**src/rtl/freqmeter_result_scheduler.sv**
```systemverilog
// Round-robin arbiter that moves per-channel frequency results into a result RAM,
// one write per grant, and flags when every enabled channel has been written.
module freqmeter_result_scheduler #(
    parameter int INPUTS_COUNT = 24,
    parameter int CNT_W        = 30,
    parameter int ADDR_W       = 5
) (
    input  logic                            clk_i,
    input  logic                            rst_i,
    input  logic [INPUTS_COUNT-1:0]         enable_mask_i,
    input  logic [INPUTS_COUNT-1:0]         req_i,
    input  logic [INPUTS_COUNT*CNT_W-1:0]   ch_data_i,
    output logic [INPUTS_COUNT-1:0]         gnt_o,
    output logic                            wr_en_o,
    output logic [ADDR_W-1:0]               wr_addr_o,
    output logic [CNT_W-1:0]                wr_data_o,
    output logic                            busy_o,
    output logic                            cycle_done_o
);

    localparam logic [0:0] IDLE  = 1'b0;
    localparam logic [0:0] WRITE = 1'b1;
    localparam logic [INPUTS_COUNT-1:0] ONE = {{(INPUTS_COUNT-1){1'b0}}, 1'b1};

    logic [0:0]              state;
    logic [ADDR_W-1:0]       rr_ptr;
    logic [ADDR_W-1:0]       idx;
    logic [INPUTS_COUNT-1:0] serviced;
    logic [INPUTS_COUNT-1:0] eff;
    logic [INPUTS_COUNT-1:0] serviced_next;
    logic [ADDR_W:0]         pick;
    logic                    found;
    logic [ADDR_W-1:0]       win;
    logic                    round_complete;

    // Returns {found, index}; scanning offsets high-to-low lets the closest one to ptr win.
    function automatic logic [ADDR_W:0] pick_winner(input logic [INPUTS_COUNT-1:0] req,
                                                    input logic [ADDR_W-1:0] ptr);
        logic [ADDR_W:0] res;
        int c;
        res = '0;
        for (int off = INPUTS_COUNT - 1; off >= 0; off--) begin
            c = int'(ptr) + off;
            if (c >= INPUTS_COUNT) c = c - INPUTS_COUNT;
            if (req[c]) res = {1'b1, ADDR_W'(c)};
        end
        return res;
    endfunction

    always_comb begin
        eff            = req_i & enable_mask_i;
        pick           = pick_winner(eff, rr_ptr);
        found          = pick[ADDR_W];
        win            = pick[ADDR_W-1:0];
        serviced_next  = serviced | (ONE << idx);
        round_complete = (enable_mask_i != '0) && (&(serviced_next | ~enable_mask_i));
    end

    always_ff @(posedge clk_i) begin
        if (rst_i) begin
            state        <= IDLE;
            rr_ptr       <= '0;
            idx          <= '0;
            serviced     <= '0;
            gnt_o        <= '0;
            wr_en_o      <= 1'b0;
            wr_addr_o    <= '0;
            wr_data_o    <= '0;
            busy_o       <= 1'b0;
            cycle_done_o <= 1'b0;
        end else begin
            case (state)
                IDLE: begin
                    cycle_done_o <= 1'b0;
                    if (found) begin
                        state     <= WRITE;
                        idx       <= win;
                        gnt_o     <= ONE << win;
                        wr_en_o   <= 1'b1;
                        wr_addr_o <= win;
                        wr_data_o <= ch_data_i[int'(win)*CNT_W +: CNT_W];
                        busy_o    <= 1'b1;
                    end
                end
                default: begin
                    state   <= IDLE;
                    gnt_o   <= '0;
                    wr_en_o <= 1'b0;
                    busy_o  <= 1'b0;
                    rr_ptr  <= (idx == ADDR_W'(INPUTS_COUNT - 1)) ? '0 : idx + 1'b1;
                    // Completion ignores channels whose enable has since dropped.
                    if (round_complete) begin
                        cycle_done_o <= 1'b1;
                        serviced     <= '0;
                    end else begin
                        serviced     <= serviced_next;
                    end
                end
            endcase
        end
    end

endmodule

```
**config.mk**
```make
export PLATFORM = sky130hd
export DESIGN_NAME = freqmeter_result_scheduler
export DESIGN_NICKNAME = d
export VERILOG_FILES = /design/src/rtl/freqmeter_result_scheduler.sv
export SDC_FILE = /design/constraint.sdc
export NUM_CORES = 1
export LEC_CHECK = 0
export CAP_MARGIN = 0
export CELL_PAD_IN_SITES_DETAIL_PLACEMENT = 0
export CELL_PAD_IN_SITES_GLOBAL_PLACEMENT = 1
export CORE_AREA = 2 2 327 329
export CTS_CLUSTER_DIAMETER = 150
export CTS_CLUSTER_SIZE = 30
export DETAILED_ROUTE_END_ITERATION = 6
export DIE_AREA = 0 0 329 331
export GPL_ROUTABILITY_DRIVEN = 0
export PLACE_DENSITY_LB_ADDON = 0.1
export SYNTH_ARGS = -nofsm -noshare
export SYNTH_HDL_FRONTEND = slang
export SYNTH_SLANG_ARGS = --single-unit
```
**constraint.sdc**
```tcl
create_clock -name clk_i -period 7.96 [get_ports clk_i]
set_clock_uncertainty 0.1 [all_clocks]
set_input_delay 1.194 -clock clk_i [delete_from_list [all_inputs] [get_ports clk_i]]
set_output_delay 1.194 -clock clk_i [all_outputs]
set_load 0.02 [all_outputs]
```
[After elaboration in Yosys (flattened, before gate mapping)]
Cells that the tools add are included.
Cells by class
  add/subtract/negate cells: 48
  multiply operators: 1
  $lt $le $gt $ge: 48
  equality and inequality tests: 1
  shifts and indexed selects: 3
  mux-type cells: 123
  bitwise operators: 5
  reductions and logical operators: 6
Operator list (count)
  $lt A32 B7 Y1 const B: 24
  $mux W32: 24
  $shiftx A720 B11 Y30: 1
  $sub A6 B5 Y7 const B: 23
  $mux W6: 24
  $ge A6 B5 Y1 const B: 23
  $bmux W1 S5: 24
  $mux W1: 49
  $add A5 B4 Y6 const B: 8
  $add A5 B5 Y6 const B: 8
  $or A24 B24 Y24: 2
  $shl A1 B5 Y24 const A: 2
  $add A5 B3 Y6 const B: 4
  $and A24 B24 Y24: 1
  $mux W24: 1
  $not A24 Y24: 1
  $reduce_and A24 Y1: 1
  $reduce_bool A24 Y1: 1
  $add A5 B2 Y6 const B: 2
  $mul A5 B4 Y9 const B: 1
  $add A5 B1 Y6 const B: 1
  $sub A5 B5 Y6 const B: 1
  $add A5 B1 Y5 const B: 1
  $eq A5 B5 Y1 const B: 1
  6 further kinds: 7
Storage, ports and cells
  register bits after elaboration: 91
  output and inout bits: 62

[Logic depth before layout (Yosys ltp)]
Gate-level depths: netlist of the first run.
  depth after elaboration: 32
  depth in mapped cells: 27

[Least setup slack after synthesis of the first run]
OpenSTA, ideal clock, no wires.
  kind: register to register
  start: register rr_ptr[2]
  end: register wr_data_o[2]
  setup time: 0.126 ns
  arrival time: 5.724 ns
  path slack: 2.009 ns
  stages on the path, launching flop included: 24
  path buffers: 5
  clock period less this slack: 5.951 ns
  path through: dfxtp_1 buf_4 buf_2 inv_2 buf_1 ha_1 a21boi_1 xnor2_2 inv_1 ha_1 nor2_1 a21boi_1 o221ai_1 mux2_1 o21ai_0 a221oi_1 or4b_4 a31oi_4 o21a_1 buf_4 buf_2 mux4_2 a22oi_1 nand3_1
On the way
  cells in the longest elaborated chain, start to end: 32
  elaborated cells on any way between the ends: 194
RTL lines
  start, declared: line 26  | logic [ADDR_W-1:0] rr_ptr;
  start signal, assigned: line 90  | rr_ptr <= (idx == ADDR_W'(INPUTS_COUNT - 1)) ? '0 : idx + 1'b1;
  $add A5 B5 Y6: line 43  | c = int'(ptr) + off;
  $sub A6 B5 Y7 / $ge A6 B5 Y1 (equally long branches): line 44  | if (c >= INPUTS_COUNT) c = c - INPUTS_COUNT;
  $mux W32: line 44
  $bmux W1 S5: line 45  | if (req[c]) res = {1'b1, ADDR_W'(c)};
  $mux W1 (not written as such) (2 in series): line 45
  $mux W6 (23 in series): line 45
  $mux W6 *: line 45
  $mul A5 B4 Y9: line 81  | wr_data_o <= ch_data_i[int'(win)*CNT_W +: CNT_W];
  $shiftx A720 B11 Y30: line 81
  end signal, assigned: line 81
  end, declared: line 16  | output logic [CNT_W-1:0] wr_data_o,
Mark *: on every way between the ends. The rest lies on a longest branch, timed or not. The select of a mux whose other input is x is not followed.
A chain may end at the register's enable or synchronous reset.

[Final worst setup path of the first run]
  start: register rr_ptr[0]
  end: register wr_data_o[8]
Same word-level chain as after synthesis.

==> results of run 1 <==
-- state kept, by name (all words and copies together) (netlist names) --
signal	cells
wr_data_o	30
gnt_o	24
serviced	24
idx	5
rr_ptr	5
busy_o	1
cycle_done_o	1
state	1
-- cell families (layout without fill, tap and decap cells) --
logic type / Yosys count / in the layout / synth area share
multiplexers: 290 / 290 / 0.295
adder cells (fa/ha/maj): 44 / 44 / 0.0347
AND/OR/NAND/NOR: 522 / 522 / 0.177
buffers and inverters: 218 / 1076 / 0.0670
other: 0 / 15 / 0
flip-flops: 91 / 91 / 0.115
AO/OA/AOI/OAI: 606 / 606 / 0.292
XOR/XNOR: 29 / 29 / 0.0199
-- worst max-delay path by stage --
| stage | startpoint | end | slack (ns) | cells past startpoint |
|---|---|---|---|---|
| 6_report | rr_ptr[0] | wr_data_o[8] | 0.42 | 22 |
| 4_1_cts | rr_ptr[2] | wr_data_o[8] | 0.23 | 22 |
| 5_1_grt | rr_ptr[0] | wr_data_o[8] | 0.19 | 22 |
| 3_3_place_gp | rr_ptr[2] | wr_data_o[8] | 0.35 | 22 |
| 2_1_floorplan | rr_ptr[2] | wr_data_o[2] | 2.01 | 23 |
| 3_5_place_dp | rr_ptr[2] | wr_data_o[8] | 0.29 | 22 |
-- metrics by stage --
step	setup WS, ns	area, um^2	hold slack [ns]	total power [uW]	utilization
after global placement	0.352	26800	0.344	12800	0.255
after floorplan	2.01	15900	0.328	7360	-
final	0.421	27100	0.366	13300	0.259
after global routing	0.191	27100	0.377	14000	0.259
after CTS	0.227	27100	0.362	13400	0.258
after detailed placement	0.294	26800	0.349	12800	0.255
-- power groups by stage --
stage	clock network, uW	registers [uW]	logic (uW)
3_5_place_dp	0	729	12000
2_1_floorplan	0	742	6620
4_1_cts	560	718	12100
3_3_place_gp	0	730	12000
5_1_grt	567	727	12700
6_report	535	720	12100
-- Yosys cell counts, types with 18 or more instances --
cell type	instances	share of area
a2111oi_0	65	0.036
a211oi_1	19	0.0090
a21oi_1	86	0.027
a221oi_1	32	0.018
a22oi_1	53	0.025
a311oi_1	18	0.0099
a31oi_1	25	0.0098
a32oi_1	33	0.018
buf_2	49	0.015
buf_4	21	0.0099
clkbuf_1	72	0.017
dfxtp_1	91	0.11
ha_1	44	0.035
inv_1	49	0.012
mux2i_1	137	0.086
mux4_2	141	0.20
nand2_1	78	0.018
nand3_1	80	0.025
nor2_1	123	0.029
nor3_1	40	0.013
nor4_1	19	0.0075
o2111ai_1	21	0.012
o211a_1	34	0.021
o211ai_1	21	0.0099
o21ai_0	60	0.019
xnor2_1	19	0.010
-- tightest hold or removal path, cell delays in order (launching register included) --
cell and delay, ns:
dfxtp_1 0.31, inv_1 0.04, a21boi_0 0.06
-- routing by layer --
metal	vias up	GRT usage	routed length, um
li1	9150	-	-
met1	10936	0.329	60600
met2	1099	0.444	72500
met3	160	0.0483	9910
met4	20	0.0615	3570
met5	-	0	145
-- cell type report --
type                       count  area, um^2
sequential                    91        1820
clock inverter                 6        98.8
fill                       11202       77800
inverter                      57         214
clock buffer                   9         225
tap                         1391        1740
multi-input combinational   1491       13100
antenna                       15        37.5
timing repair buffer        1004        9880
-- repair_timing --
action,4_1_cts,5_1_grt
setup endpoints to repair,0,1
gates resized for setup,0,1
hold buffers,0,0
==> impl_metrics.ini, run 1 <==
[worst_setup_path]
cp_max_fo = 22
slowest_delay_ns = 1.06
start_kind = flop
cp.required_ns = 8.19
r2r_end = wr_data_o[8]
critPathCaptureType = flop
critPathArrivalTime_ns = 7.77
reg2reg_from = rr_ptr[0]
rrSetupSlack_ns = 0.42
ff2ff_path_depth = 22
crit_buf_inv = 5
critical_path_class = reg2reg
path_delay_family = compound AO/OA/AOI/OAI gates
path_cells = buf_4 > ha_1 > a21oi_1 > xnor2_1 > inv_1 > ha_1 > or2_1 > or3_1 > o31ai_1 > nand3_1 > o32ai_2 > o311ai_1 > a311oi_1 > o211ai_4 > o21ai_4 > buf_4 > mux2i_1 > buf_4 > a2111oi_0 > buf_4 > a221oi_1 > nand3_1
path_common_cell = buf_4
cp_slowest_cell = a2111oi_0

[timing]
hold_violations = 0
rsz0062_at_grt = no
setup_tns_ns = 0
setup_violations = 0
slew_headroom = 0.157
min_period_ns = 7.54
clock.fmax_mhz = 133
drv_slew = 0
period_share = 0.947
tightest_slew_ns = 1.23

[clock_tree]
clock_path_buffers = 2
cts.clk_slew.worst_paths_ns = 0.08
cts_sinks = 91
cts_max_level = 3
root_buffer = clkbuf_16
clk_latency_ns = 0.40
cts_setup_buffers = 0
numCtsBuffers = 9
cts_tree = built

[cells_and_area]
drive_gt1_frac = 0.154
layout_common_cells = 831 x clkdlybuf4s50_1, 152 x buf_4, 141 x mux4_2
fin_nets = 3468
final_common_cell = clkdlybuf4s50_1
syn2layout_area_growth_pct = 70.9
layoutNonFillerInstCount = 4064

[floorplanning]
initial_core_util = 0.151
io_pins = 832
die-area_um2 = 109000
die_w_um = 329
row_count = 119
core_area_um2 = 105000
die_h_um = 331

[drt]
dr_total_vias = 21365
vias_per_cell = 5.26
ant_nets = 0
wl_per_cell_um = 36.1
drt_iter0_drc = 1919
drc = 0
routed_wirelength_mm = 147
first_pass_iters = 6

[grt]
antenna_found_initial = 59
grt_pass1_wl_mm = 191
grt_pass1_vias = 20950
grt_max_degree = 72
grtUsageTotal = 0.257
grt_overflow = 0

[placed_design]
dp.final_hpwl_mm = 128
port_buffers = 831
place_inst = 4034

[logic_synthesis]
synth_cell_types = 106
ys_seq_area_frac = 0.115
synth-edff-count = 0
syn_area_um2 = 15900
yosys_warnings = 0
syn-instance-count = 1800
synth_flop_cell = dfxtp_1
syn_avg_cell_area_um2 = 8.82
syn-num-nets = 2614
synth_seq_cells = 91
synthArstFlopShare = 0

[flow_run]
maxCapViolations = 0

[power]
switching_share = 0.557
leakage_uw = 0.00992
p_per_area_nw_per_um2 = 492
pwr-share-comb = 0.906
clkPwrFrac = 0.040
ir_worst_vdd_mv = 0.253
power_frac_seq = 0.054
internal_power_uw = 5920
netSwitchingPower_uw = 7430

[min_path]
holdPathEnd = cycle_done_o
min_path_cells = 2
hold_path_class = reg2reg
hold_start = cycle_done_o

[status]
status = finished, final reports clean
No activity file was read; power rests on OpenSTA's default activity.
==> run 2, diff against run 1 <==
--- a/config.mk
+++ b/config.mk
@@ -15,6 +15,7 @@
 export DIE_AREA = 0 0 329 331
 export GPL_ROUTABILITY_DRIVEN = 0
 export PLACE_DENSITY_LB_ADDON = 0.1
+export RECOVER_POWER = 25
 export SYNTH_ARGS = -nofsm -noshare
 export SYNTH_HDL_FRONTEND = slang
 export SYNTH_SLANG_ARGS = --single-unit
==> run 2 against run 1 <==
  * Clock-buffer cell count stayed put
  * Clock power about the same
  * Non-clock buffer count stayed put
  * Die area is the same
  * Cell count about the same
  * Sequential share of layout area about the same
  * Wire length about the same
  * Critical path depth unchanged
  * Maximum frequency is 1.1% higher
  * Register-to-register slack improved by 0.08 ns
  * Sequential cell count did not move
  * Critical path type unchanged
  * Largest cell class unchanged
  * Largest power group unchanged
==> impl_metrics.ini, run 2 (same netlist as run 1, synthesis figures left out) <==
[drt]
wl_met1_mm = 60.4
routed_wirelength_mm = 147
wl_per_cell_um = 36.1
wl_met3_mm = 10.1
dr_total_vias = 21322
ant_nets = 0
met2_length_mm = 72.5
drt_iter0_drc = 2023
top_layer_used = met5
first_pass_iters = 5
drc = 0
vias_per_cell = 5.24

[power]
power_frac_seq = 0.054
netSwitchingPower_uw = 7430
clkPwrFrac = 0.040
switching_share = 0.557
ir_worst_vdd_mv = 0.254
internal_power_uw = 5900
leakage_uw = 0.0100
p_per_area_nw_per_um2 = 491
pwr-share-comb = 0.906

[placed_design]
port_buffers = 831
place_ws_ns = 0.294
placed_area_um2 = 26800
dp.final_hpwl_mm = 128

[worst_setup_path]
path_cells = buf_4 > ha_1 > a21oi_1 > xnor2_1 > inv_1 > ha_1 > or2_1 > or3_1 > o31ai_1 > nand3_1 > o32ai_2 > o311ai_1 > a311oi_1 > o211ai_4 > o21ai_4 > buf_4 > mux2i_1 > buf_4 > a2111oi_0 > buf_4 > a221oi_1 > nand3_1
slowest_delay_ns = 0.97
critPathArrivalTime_ns = 7.69
reg2reg_from = rr_ptr[0]
path_depth = 22
start_kind = flop
r2r_end = wr_data_o[8]
cp_max_fo = 22
cp_slowest_cell = a2111oi_0
rrSetupSlack_ns = 0.51
critical_path_class = reg2reg
path_common_cell = buf_4
ff2ff_path_depth = 22
critPathCaptureType = flop
crit_buf_inv = 5
path_delay_family = compound AO/OA/AOI/OAI gates
cp.required_ns = 8.19

[min_path]
hold_start = cycle_done_o
holdPathEnd = cycle_done_o
min_path_cells = 2
hold_path_class = reg2reg

[floorplanning]
row_count = 119
initial_core_util = 0.151
core_area_um2 = 105000
io_pins = 832
die_w_um = 329
die-area_um2 = 109000
die_h_um = 331

[clock_tree]
cts_max_level = 3
cts_tree = built
numCtsBuffers = 9
root_buffer = clkbuf_16
clk_latency_ns = 0.40
cts.clk_slew.worst_paths_ns = 0.08
cts_sinks = 91
clock_path_buffers = 2
cts_setup_buffers = 0

[timing]
hold_violations = 0
tightest_slew_ns = 1.21
period_share = 0.937
slew_headroom = 0.196
hold_slack_ns = 0.363
drv_slew = 0
worst_slack_ns = 0.505
min_period_ns = 7.45
setup_violations = 0
rsz0062_at_grt = no
clock.fmax_mhz = 134
setup_tns_ns = 0

[cells_and_area]
fillCellCount = 11203
drive_gt1_frac = 0.154
final_area_um2 = 27200
final_common_cell = clkdlybuf4s50_1
syn2layout_area_growth_pct = 71.0
final_core_util = 0.259
fin_nets = 3468
largest_reg_flops = 30
top_register = wr_data_o
layout_common_cells = 794 x clkdlybuf4s50_1, 152 x buf_4, 141 x mux4_2
top_regs = wr_data_o x30, gnt_o x24, serviced x24

[grt]
grt_pass1_vias = 20950
grt_pass1_wl_mm = 191
antenna_found_initial = 61
grtUsageTotal = 0.257
grt_max_degree = 72
grt_overflow = 0

[status]
status = finished, final reports clean

[flow_run]
maxCapViolations = 0
run 2: cell types whose count changed in the layout (fill, tap and decap cells not counted):
cell             before  now
diode_2              15   17
clkdlybuf4s50_1     831  794
dlygate4sd3_1         0   37
run 2: cell type report:
type                            count  area (um^2)  area share
Sequential cell                    91         1820      0.0672
Inverter                           57          214     0.00788
Clock inverter                      6         98.8     0.00364
Antenna cell                       17         42.5     0.00157
Tap cell                         1391         1740      0.0641
Timing Repair Buffer             1004         9880       0.364
Multi-Input combinational cell   1491        13100       0.483
Clock buffer                        9          225     0.00829
run 2: tightest hold or removal path, cell delays in order (launching register included):
cell and delay [ns]:
dfxtp_1 0.31, inv_1 0.04, a21boi_0 0.06
run 2: how the worst max path moves through the flow:
| stage | endpoint | slack (ns) | from |
|---|---|---|---|
| finish | wr_data_o[8] | 0.51 | rr_ptr[0] |
| detailed placement | wr_data_o[8] | 0.29 | rr_ptr[2] |
| floorplan | wr_data_o[2] | 2.01 | rr_ptr[2] |
| global route | wr_data_o[8] | 0.19 | rr_ptr[0] |
| global placement | wr_data_o[8] | 0.35 | rr_ptr[2] |
| CTS | wr_data_o[8] | 0.23 | rr_ptr[2] |
run 2: per-stage QoR:
step | total power (uW) | std cells
2_1_floorplan | 7360 | 1800
3_3_place_gp | 12800 | 4034
3_5_place_dp | 12800 | 4034
4_1_cts | 13400 | 4049
5_1_grt | 14000 | 4060
6_report | 13300 | 4066
run 2: metal layers:
layer	global-route usage	up-vias
met4	0.0615	20
met2	0.444	1107
met1	0.329	10894
met5	0	-
met3	0.0483	162
li1	-	9139
run 2: timing repair:
| item | in CTS | in global routing |
|---|---|---|
| hold buffers | 0 | 0 |
| setup endpoints to repair | 0 | 1 |
| gates resized for setup | 0 | 1 |
run 2: power by group through the flow:
stage	combinational [uW]	sequential (uW)	clock, uW
3_3_place_gp	12000	730	0
6_report	12100	720	533
4_1_cts	12100	718	560
2_1_floorplan	6620	742	0
5_1_grt	12700	725	567
3_5_place_dp	12000	729	0
==> run 3, diff against run 2 <==
--- a/config.mk
+++ b/config.mk
@@ -5,14 +5,15 @@
 export SDC_FILE = /design/constraint.sdc
 export NUM_CORES = 1
 export LEC_CHECK = 0
+export ABC_AREA = 1
 export CAP_MARGIN = 0
 export CELL_PAD_IN_SITES_DETAIL_PLACEMENT = 0
 export CELL_PAD_IN_SITES_GLOBAL_PLACEMENT = 1
-export CORE_AREA = 2 2 327 329
+export CORE_AREA = 2 2 322 324
 export CTS_CLUSTER_DIAMETER = 150
 export CTS_CLUSTER_SIZE = 30
 export DETAILED_ROUTE_END_ITERATION = 6
-export DIE_AREA = 0 0 329 331
+export DIE_AREA = 0 0 324 326
 export GPL_ROUTABILITY_DRIVEN = 0
 export PLACE_DENSITY_LB_ADDON = 0.1
 export RECOVER_POWER = 25
==> run 3 against run 2 <==
  * Synthesized cell count rose by 95%
  * The flow now finishes with violations (max-capacitance violations, max-slew violations)
  * Critical path type unchanged
  * Critical path depth rose by 19
  * Wire length down 2.8%
  * Cell count is 39% higher
  * Via count rose by 21%
  * Sequential cell count did not move
  * Sequential share of layout area is 0.25 points lower
  * Largest cell class unchanged
==> impl_metrics.ini, run 3 <==
[timing]
setup_tns_ns = 0
tightest_slew_ns = 1.76
period_share = 0.827
worst_slack_ns = 1.37
rsz0062_at_grt = no
clock.fmax_mhz = 152
hold_violations = 0
setup_violations = 0
slew_headroom = -0.173
drv_slew = 35
min_period_ns = 6.59

[clock_tree]
hold_buffers = 0
cts_sinks = 91
root_buffer = clkbuf_16
clk_latency_ns = 0.38
clock_path_buffers = 2
cts_tree = built
cts_max_level = 3
cts_setup_buffers = 0
cts_resized = 0
numCtsBuffers = 9
cts.clk_slew.worst_paths_ns = 0.08

[logic_synthesis]
ys_seq_area_frac = 0.105
syn_area_um2 = 17400
yosysTopAreaCell = nand2_1
synthArstFlopShare = 0
synth_cell_types = 56
syn_avg_cell_area_um2 = 4.97
syn-instance-count = 3504
yosysMostFrequentCell = nand2_1
syn-num-nets = 4318
synth_flop_cell = dfxtp_1
synth_area_leaders = nand2_1 31%, nand3_1 18%, dfxtp_1 10%
yosys-top-cells-count = 1458 x nand2_1, 622 x nand3_1, 340 x inv_1
synth_seq_cells = 91
synth_top_cell_area_share = 0.314
yosys_warnings = 0
synth-edff-count = 0

[drt]
ant_nets = 0
first_pass_iters = 5
vias_per_cell = 4.54
routed_wirelength_mm = 143
drt_iter0_drc = 2481
wl_per_cell_um = 25.2
dr_total_vias = 25728
drc = 0

[cells_and_area]
final_area_um2 = 28200
largest_reg_flops = 30
fin_nets = 5066
final_common_cell = nand2_1
layout_common_cells = 1453 x nand2_1, 797 x clkdlybuf4s50_1, 622 x nand3_1
syn2layout_area_growth_pct = 61.9
top_regs = wr_data_o x30, gnt_o x24, serviced x24
drive_gt1_frac = 0.0505
top_register = wr_data_o

[floorplanning]
row_count = 118
die_w_um = 324
die_h_um = 326
io_pins = 832
die-area_um2 = 106000
core_area_um2 = 103000
initial_core_util = 0.170

[placed_design]
placed_area_um2 = 27800
place_ws_ns = 1.37
dp.final_hpwl_mm = 120
port_buffers = 831

[min_path]
hold_path_class = reg2reg

[grt]
grt_max_degree = 98
grt_pass1_vias = 25042
grt_overflow = 0
grtUsageTotal = 0.260
grt_pass1_wl_mm = 194
antenna_found_initial = 69

[worst_setup_path]
cp_slowest_cell = dfxtp_1
critical_path_class = reg2reg
critPathCaptureType = flop
critPathArrivalTime_ns = 6.79
cp_max_fo = 75
cp.required_ns = 8.16
start_kind = flop
path_common_cell = nand2_1
slowest_delay_ns = 0.65

[status]
status = complete, but fails checks
violations = max-capacitance violations, max-slew violations

[flow_run]
maxCapViolations = 1
## run 3: layer usage
layer  vias to the layer above  global-route usage  share of wire
met5                         -                   0         0.0020
met4                        42              0.0409          0.014
met3                       112              0.0453          0.064
met2                       855               0.454           0.49
met1                     11950               0.335           0.43
li1                      12769                   -              -
## run 3: kinds of logic after synthesis
family          synth area share
xor+xnor                  0.0193
compound gates             0.154
flops                      0.105
fa+ha+maj                 0.0316
simple gates               0.539
buf+inv                    0.149
mux                      0.00230
## run 3: area by class of cell
cell class	count	area, um^2
Clock buffer	9	225
Fill cell	11970	74400
Sequential cell	91	1820
Inverter	359	1350
Timing Repair Buffer	973	9820
Antenna cell	30	75.1
Clock inverter	7	81.3
Tap cell	1380	1730
Multi-Input combinational cell	2818	13100
## run 3: final timing paths
path / endpoint / from / depth (start not counted) / slack [ns]
max: wr_data_o[17] / rr_ptr[3] / 41 / 1.37
min: serviced[6] / serviced[6] / 2 / 0.37
max reg2reg: wr_data_o[17] / rr_ptr[3] / 41 / 1.37
min reg2reg: serviced[6] / serviced[6] / 2 / 0.37
## run 3: metrics by stage
step / hold slack [ns] / utilization / instances
2_1_floorplan: 0.329 / - / 3504
4_1_cts: 0.367 / 0.274 / 5637
3_5_place_dp: 0.345 / 0.271 / 5621
6_report: 0.366 / 0.275 / 5667
3_3_place_gp: 0.339 / 0.271 / 5621
5_1_grt: 0.389 / 0.274 / 5649
## run 3: worst max-delay path: cells and delay by family, from the launching register on
| family | cells | cell delay (ns) |
|---|---|---|
| compound gates | 7 | 1.46 |
| simple gates | 22 | 1.92 |
| buf+inv | 9 | 1.50 |
| flops | 1 | 0.65 |
| fa+ha+maj | 2 | 0.46 |
| xor+xnor | 1 | 0.36 |
Power of run 3 is not shown: default switching activity piles up to over one toggle a cycle in this logic, so the estimate is an artifact.
